$ cat src/rtl/secure_log_pkg.sv
// Shared encodings and constants for the secure log readback path.
package secure_log_pkg;

    localparam int unsigned BYTE_W = 8;
    localparam int unsigned ADDR_W = 8;

    localparam logic [BYTE_W-1:0] READ_CMD  = 8'h03;
    localparam logic [BYTE_W-1:0] OEB_DRIVE = 8'h00;
    localparam logic [BYTE_W-1:0] OEB_HIZ   = 8'hFF;

    // CMD..SAMPLE are the read-port phases; the top level parks in CMD while a
    // port read is in flight and lets the port report the finer phase.
    typedef enum logic [2:0] {
        IDLE,
        CMD,
        ADDR,
        TURN,
        SAMPLE,
        OUT,
        DONE,
        FAIL
    } state_t;

endpackage

$ cat src/rtl/secure_log_reader_if.sv
// ReRAM bus and readback stream grouped for the log reader.
interface secure_log_reader_if;
    import secure_log_pkg::*;

    logic [BYTE_W-1:0] re_ram_bus_in;
    logic [BYTE_W-1:0] re_ram_bus_out;
    logic [BYTE_W-1:0] re_ram_oeb;
    logic [BYTE_W-1:0] data_out;
    logic              data_valid;
    logic              data_ready;

    modport master (
        input  re_ram_bus_in,
        input  data_ready,
        output re_ram_bus_out,
        output re_ram_oeb,
        output data_out,
        output data_valid
    );

    modport slave (
        output re_ram_bus_in,
        output data_ready,
        input  re_ram_bus_out,
        input  re_ram_oeb,
        input  data_out,
        input  data_valid
    );

endinterface

$ cat src/rtl/re_ram_read_port.sv
// Single-address ReRAM read: drive command, drive address, turn the bus, sample.
module re_ram_read_port #(
    parameter logic [secure_log_pkg::BYTE_W-1:0] READ_CMD = secure_log_pkg::READ_CMD
) (
    input  logic                              clk,
    input  logic                              rst,
    input  logic                              go,
    input  logic                              abort,
    input  logic [secure_log_pkg::ADDR_W-1:0] addr,
    output logic [secure_log_pkg::BYTE_W-1:0] bus_out,
    output logic [secure_log_pkg::BYTE_W-1:0] oeb,
    output logic                              sample_c
);
    import secure_log_pkg::*;

    state_t            phase;
    state_t            phase_nxt;
    logic [BYTE_W-1:0] bus_out_nxt;
    logic [BYTE_W-1:0] oeb_nxt;

    // Phase sequencing plus the bus drive that belongs to the upcoming phase.
    always_comb begin
        phase_nxt   = phase;
        bus_out_nxt = '0;
        oeb_nxt     = OEB_HIZ;
        unique case (phase)
            IDLE:    if (go) phase_nxt = CMD;
            CMD:     phase_nxt = ADDR;
            ADDR:    phase_nxt = TURN;
            TURN:    phase_nxt = SAMPLE;
            SAMPLE:  phase_nxt = IDLE;
            default: phase_nxt = IDLE;
        endcase
        if (abort) phase_nxt = IDLE;
        case (phase_nxt)
            CMD: begin
                bus_out_nxt = READ_CMD;
                oeb_nxt     = OEB_DRIVE;
            end
            ADDR: begin
                bus_out_nxt = BYTE_W'(addr);
                oeb_nxt     = OEB_DRIVE;
            end
            default: begin
                bus_out_nxt = '0;
                oeb_nxt     = OEB_HIZ;
            end
        endcase
    end

    // The edge that ends SAMPLE is the capture edge, taken by the top level.
    assign sample_c = (phase == SAMPLE);

    // Phase register with registered bus drive.
    always_ff @(posedge clk or posedge rst) begin
        if (rst) begin
            phase   <= IDLE;
            bus_out <= '0;
            oeb     <= OEB_HIZ;
        end else begin
            phase   <= phase_nxt;
            bus_out <= bus_out_nxt;
            oeb     <= oeb_nxt;
        end
    end

endmodule

$ cat src/rtl/secure_log_reader.sv
// Reads a run of log records over the ReRAM bus, streams them out and checks
// the XOR checksum against a trailer byte stored after the last record.
module secure_log_reader #(
    parameter int unsigned                       DATA_WIDTH = 8,
    parameter logic [secure_log_pkg::BYTE_W-1:0] READ_CMD   = secure_log_pkg::READ_CMD
) (
    input  logic                              clk,
    input  logic                              rst,
    input  logic                              start,
    input  logic [secure_log_pkg::ADDR_W-1:0] base_addr,
    input  logic [secure_log_pkg::ADDR_W-1:0] length,
    input  logic                              power_fail_detected,
    secure_log_reader_if.master               bus,
    output logic                              ack,
    output logic                              busy,
    output logic                              done,
    output logic                              fail
);
    import secure_log_pkg::*;

    state_t                state;
    state_t                state_nxt;
    logic [ADDR_W-1:0]     base;
    logic [ADDR_W-1:0]     count;
    logic [ADDR_W-1:0]     index;
    logic [DATA_WIDTH-1:0] checksum;
    logic [DATA_WIDTH-1:0] stream_data;
    logic                  stream_valid;
    logic [ADDR_W-1:0]     addr;
    logic [BYTE_W-1:0]     port_bus_out;
    logic [BYTE_W-1:0]     port_oeb;
    logic                  sample_c;
    logic                  accept_c;
    logic                  go_c;
    logic                  abort_c;
    logic                  load_c;
    logic                  xfer_c;

    assign addr = ADDR_W'(base + index);

    re_ram_read_port #(
        .READ_CMD (READ_CMD)
    ) u_port (
        .clk      (clk),
        .rst      (rst),
        .go       (go_c),
        .abort    (abort_c),
        .addr     (addr),
        .bus_out  (port_bus_out),
        .oeb      (port_oeb),
        .sample_c (sample_c)
    );

    assign bus.re_ram_bus_out = port_bus_out;
    assign bus.re_ram_oeb     = port_oeb;
    assign bus.data_out       = BYTE_W'(stream_data);
    assign bus.data_valid     = stream_valid;

    // Record/trailer sequencing, start acceptance and power-fail abort.
    always_comb begin
        state_nxt = state;
        accept_c  = 1'b0;
        go_c      = 1'b0;
        abort_c   = 1'b0;
        load_c    = 1'b0;
        xfer_c    = 1'b0;
        unique case (state)
            IDLE, DONE, FAIL: begin
                if (start) begin
                    if (power_fail_detected) begin
                        state_nxt = FAIL;
                    end else begin
                        state_nxt = CMD;
                        accept_c  = 1'b1;
                        go_c      = 1'b1;
                    end
                end
            end
            CMD: begin
                if (power_fail_detected) begin
                    state_nxt = FAIL;
                    abort_c   = 1'b1;
                end else if (sample_c) begin
                    if (index < count) begin
                        state_nxt = OUT;
                        load_c    = 1'b1;
                    end else if (DATA_WIDTH'(bus.re_ram_bus_in) == checksum) begin
                        state_nxt = DONE;
                    end else begin
                        state_nxt = FAIL;
                    end
                end
            end
            OUT: begin
                if (power_fail_detected) begin
                    state_nxt = FAIL;
                end else if (bus.data_ready) begin
                    state_nxt = CMD;
                    go_c      = 1'b1;
                    xfer_c    = 1'b1;
                end
            end
            default: state_nxt = IDLE;
        endcase
    end

    // Control state register.
    always_ff @(posedge clk or posedge rst) begin
        if (rst) state <= IDLE;
        else     state <= state_nxt;
    end

    // Latched request, record index, running checksum, stream and status flags.
    always_ff @(posedge clk or posedge rst) begin
        if (rst) begin
            base         <= '0;
            count        <= '0;
            index        <= '0;
            checksum     <= '0;
            stream_data  <= '0;
            stream_valid <= 1'b0;
            ack          <= 1'b0;
            busy         <= 1'b0;
            done         <= 1'b0;
            fail         <= 1'b0;
        end else begin
            ack          <= accept_c;
            busy         <= (state_nxt == CMD) || (state_nxt == OUT);
            done         <= (state_nxt == DONE);
            fail         <= (state_nxt == FAIL);
            stream_valid <= (state_nxt == OUT);
            if (accept_c) begin
                base     <= base_addr;
                count    <= length;
                index    <= '0;
                checksum <= '0;
            end
            if (load_c) begin
                stream_data <= DATA_WIDTH'(bus.re_ram_bus_in);
                checksum    <= checksum ^ DATA_WIDTH'(bus.re_ram_bus_in);
            end
            if (xfer_c) index <= ADDR_W'(index + ADDR_W'(1));
        end
    end

endmodule

$ cat src/flat_wrapper.sv
// flat-port wrapper written by rule: the top's interface ports become plain ports
module secure_log_reader_flat import secure_log_pkg::*;
#(
    parameter int unsigned                       DATA_WIDTH = 8,
    parameter logic [secure_log_pkg::BYTE_W-1:0] READ_CMD   = secure_log_pkg::READ_CMD
)
  (clk, rst, start, base_addr, length, power_fail_detected, ack, busy, done, fail, bus_re_ram_bus_in, bus_data_ready, bus_re_ram_bus_out, bus_re_ram_oeb, bus_data_out, bus_data_valid);
  secure_log_reader_if bus_i ();
  input  logic clk;
  input  logic rst;
  input  logic start;
  input  logic [secure_log_pkg::ADDR_W-1:0] base_addr;
  input  logic [secure_log_pkg::ADDR_W-1:0] length;
  input  logic power_fail_detected;
  output logic ack;
  output logic busy;
  output logic done;
  output logic fail;
  input wire logic [$bits(bus_i.re_ram_bus_in)-1:0] bus_re_ram_bus_in;
  input wire logic [$bits(bus_i.data_ready)-1:0] bus_data_ready;
  output wire logic [$bits(bus_i.re_ram_bus_out)-1:0] bus_re_ram_bus_out;
  output wire logic [$bits(bus_i.re_ram_oeb)-1:0] bus_re_ram_oeb;
  output wire logic [$bits(bus_i.data_out)-1:0] bus_data_out;
  output wire logic [$bits(bus_i.data_valid)-1:0] bus_data_valid;
  assign bus_i.re_ram_bus_in = bus_re_ram_bus_in;
  assign bus_i.data_ready = bus_data_ready;
  assign bus_re_ram_bus_out = bus_i.re_ram_bus_out;
  assign bus_re_ram_oeb = bus_i.re_ram_oeb;
  assign bus_data_out = bus_i.data_out;
  assign bus_data_valid = bus_i.data_valid;
  secure_log_reader #(.DATA_WIDTH(DATA_WIDTH), .READ_CMD(READ_CMD)) u_core (.clk(clk), .rst(rst), .start(start), .base_addr(base_addr), .length(length), .power_fail_detected(power_fail_detected), .bus(bus_i), .ack(ack), .busy(busy), .done(done), .fail(fail));
endmodule
$ cat config.mk
export PLATFORM = sky130hd
export DESIGN_NAME = secure_log_reader_flat
export DESIGN_NICKNAME = d
export VERILOG_FILES = /design/src/rtl/secure_log_pkg.sv /design/src/rtl/secure_log_reader_if.sv /design/src/rtl/re_ram_read_port.sv /design/src/rtl/secure_log_reader.sv /design/src/flat_wrapper.sv
export SDC_FILE = /design/constraint.sdc
export NUM_CORES = 1
export LEC_CHECK = 0
export BUFFER_PORTS_ARGS = -buffer_cell sky130_fd_sc_hd__buf_2
export CAP_MARGIN = 20
export CORE_MARGIN = 2
export CORE_UTILIZATION = 45
export CTS_BUF_LIST = sky130_fd_sc_hd__clkbuf_4
export CTS_CLUSTER_SIZE = 10
export DETAILED_ROUTE_END_ITERATION = 10
export PLACE_DENSITY_LB_ADDON = 0.25
export SYNTH_ARGS = -nofsm -noshare
export SYNTH_HDL_FRONTEND = slang
export SYNTH_SLANG_ARGS = --single-unit
$ cat constraint.sdc
create_clock -name clk -period 2.9 [get_ports clk]
set_input_delay 0.87 -clock clk [delete_from_list [all_inputs] [get_ports clk]]
set_output_delay 0.87 -clock clk [all_outputs]
set_load 0.05 [all_outputs]
==> results.yml <==
yosys:
  synthMostInstantiatedCell: "dfrtp_1"
  synthArstFlopShare: 1.00
  yosysTopAreaCell: "dfrtp_1"
  yosysWarnings: 0
  synthesized_instance_count: 291
  netlist_area_um2: 3260
  number_of_flops_mapped_to_enable_cells_by_yosys: 0
  synth.avg_cell_area_um2: 11.2
  synthTopCellsByArea: "dfrtp_1 45%, ha_1 5.8%, o21ai_0 3.8%"
  synth_top_area_share: 0.453
  synth_fp_nets: 336
  netlist_top_cells_count: "59 x dfrtp_1, 25 x o21ai_0, 17 x nand2_1"
  seq_area_frac_synth: 0.461
  synth_seq_cells: 60
  synth_ff_type: "dfrtp_1"
  synth_cell_type_count: 50
power_and_ir_drop:
  max-vdd-ir-drop_v: 0.000402
  power_density_nw_per_um2: 940
  totalPowerFinal_w: 0.00345
  power.static_leakage_nw: 1.88
sta:
  final_count_of_hold_timing_violations: 0
  setup_viol_count_final: 0
  maxClockFrequency_mhz: 414
  setup_tns_ps: 0
  slew_violations: 0
  slew-limit-headroom: 0.348
  setup_repair_after_global_routing_missed_its_margin: "false"
  post-route-period-util: 0.834
  min_period_ps: 2420
  tightest_slew_ps: 973
  final.setup_skew_ps: 11.3
detailed_routing:
  drt_iter0_drc: 112
  via_count: 2242
  wirelength_um: 5830
  drcViolationCount: 0
  detail_route.first_pass.iterations: 4
  routed_via_density: 5.03
  detail-route-antenna-nets: 0
  route.detailed.wl_per_inst_um: 13.1
clocking:
  clock_tree_from_tritoncts: "yes"
  holdBufCountCts: 0
  clk_latency_ps: 400
  clk_pin_slew_ps: 90
  post_cts_buffers: 0
  cts_num_sinks: 60
  cts_max_level: 3
  postCtsResizedCells: 0
  cts_buffer_depth: 2
  cts_root_buffer: "clkbuf_4"
  cts_buffers: 9
critical_path:
  timing.critical_path.from_type: "register"
  worst-endpoint-arrival_ps: 2710
  critPathMaxFanout: 24
  path_class: "reg2reg"
  end_kind: "register"
  cp.required_ps: 3190
outcome:
  status: "complete, no violations"
floorplanning:
  floorplan.die.width_um: 89.1
  io-pin-count: 58
  coreArea_um2: 7140
  die-height_um: 89.1
  design.die.area_um2: 7950
  initial_utilization: 0.457
  placementRows: 31
layout:
  fill_cells: 673
  area_delta_synth_final_pct: 12.6
  drive_above_1_share: 0.303
  antenna-diode-count: 0
  nNetsFinal: 388
global_routing:
  groute.usage.overall: 0.160
  first_pass_grt_wire_length_um: 9550
  grt-ovfl-total: 0
  grt_start_max_net_pins: 61
  via_count_of_the_first_global_routing_pass: 2071
  antenna_found_initial: 0
job:
  drv.max_cap_violation_count: 0
worst_hold_path:
  hold_path.class: "in2async"
place:
  io_buffers: 57
  globalplace.congestion: 0.848
  dpl.hpwl_um: 4170
## cell families (layout without fill, tap and decap cells)
family / count (synthesis) / in the layout / share of synthesized area
AO/OA/AOI/OAI: 69 / 69 / 0.145
AND/OR/NAND/NOR: 76 / 76 / 0.140
XOR/XNOR: 15 / 15 / 0.0403
flip-flops: 60 / 60 / 0.461
multiplexers: 26 / 26 / 0.0955
adder cells (fa/ha/maj): 16 / 16 / 0.0637
buffers and inverters: 29 / 85 / 0.0548
## cell usage in the layout (no fill, tap or decap), drive strengths merged, types with 11 or more instances in the layout
cell and n:
clkbuf 11, ha 15, mux2 17, dfrtp 59, buf 59, a21o 11
o21ai 25, nor2 12, nand2 17, inv 11
## power breakdown
| group | internal (W) | total [W] | switching (W) |
|---|---|---|---|
| logic | 0.000580 | 0.00163 | 0.00105 |
| clock network | 0.000183 | 0.000462 | 0.000280 |
| registers | 0.00113 | 0.00136 | 0.000233 |
| total | 0.00189 | 0.00345 | 0.00156 |
## final timing paths
check | start | endpoint | slack, ps | cells after the start
setup / recovery | u_core.index[7]$_DFFE_PP0P_ | u_core.checksum[4]$_DFFE_PP0P_ | 480 | 6
hold / removal | rst | u_core.bus.data_out[1]$_DFFE_PP0P_ | 490 | 3
setup reg to reg | u_core.index[7]$_DFFE_PP0P_ | u_core.checksum[4]$_DFFE_PP0P_ | 480 | 6
hold reg to reg | u_core.bus.data_out[5]$_DFFE_PP0P_ | u_core.bus.data_out[5]$_DFFE_PP0P_ | 520 | 1
max in group asynchronous | rst | u_core.u_port.oeb[6]$_DFF_PP1_ | 2080 | 3
min in group clk | u_core.bus.data_out[5]$_DFFE_PP0P_ | u_core.bus.data_out[5]$_DFFE_PP0P_ | 520 | 1
## state kept, by name, indices dropped and copies added (netlist names)
signal and flops:
u_core.bus.data_out 8, u_core.u_port.phase 3, u_core.checksum 8, u_core.u_port.oeb 1, u_core.busy 1, u_core.count 8, u_core.done 1, u_core.fail 1
u_core.bus.data_valid 1, u_core.base 8, u_core.state 3, u_core.u_port.bus_out 8, u_core.ack 1, u_core.index 8
## cell type report
| class | instances | area (um^2) | area share |
|---|---|---|---|
| Clock buffer | 11 | 82.6 | 0.0225 |
| Tap cell | 99 | 124 | 0.0337 |
| Sequential cell | 60 | 1500 | 0.409 |
| Timing Repair Buffer | 59 | 325 | 0.0886 |
| Clock inverter | 4 | 17.5 | 0.00477 |
| Inverter | 11 | 41.3 | 0.0112 |
| Multi-Input combinational cell | 202 | 1580 | 0.430 |
## metrics by stage
stage	setup slack [ps]	utilization	std cells	cell area [um^2]	hold WS (ps)
4_1_cts	460	0.515	446	3670	510
3_3_place_gp	538	0.501	431	3570	492
6_report	482	0.515	446	3670	490
2_1_floorplan	547	-	291	3260	482
5_1_grt	335	0.515	446	3670	537
3_5_place_dp	480	0.501	431	3570	488
## per-layer routing
metal  up-vias  track usage  share of wire
met5         -            0              0
met3        14       0.0342          0.053
li1       1133            -              -
met1      1039        0.210           0.47
met2        56        0.246           0.45
met4         0       0.0855          0.025
## worst max-delay path, stage by stage (launching register included)
cell and delay [ps]:
dfrtp_1 420, ha_1 310, and2_1 170, o2111ai_2 180
o211ai_4 820, mux2i_1 180, a21o_1 210
Power figures use the tool's default switching activity.
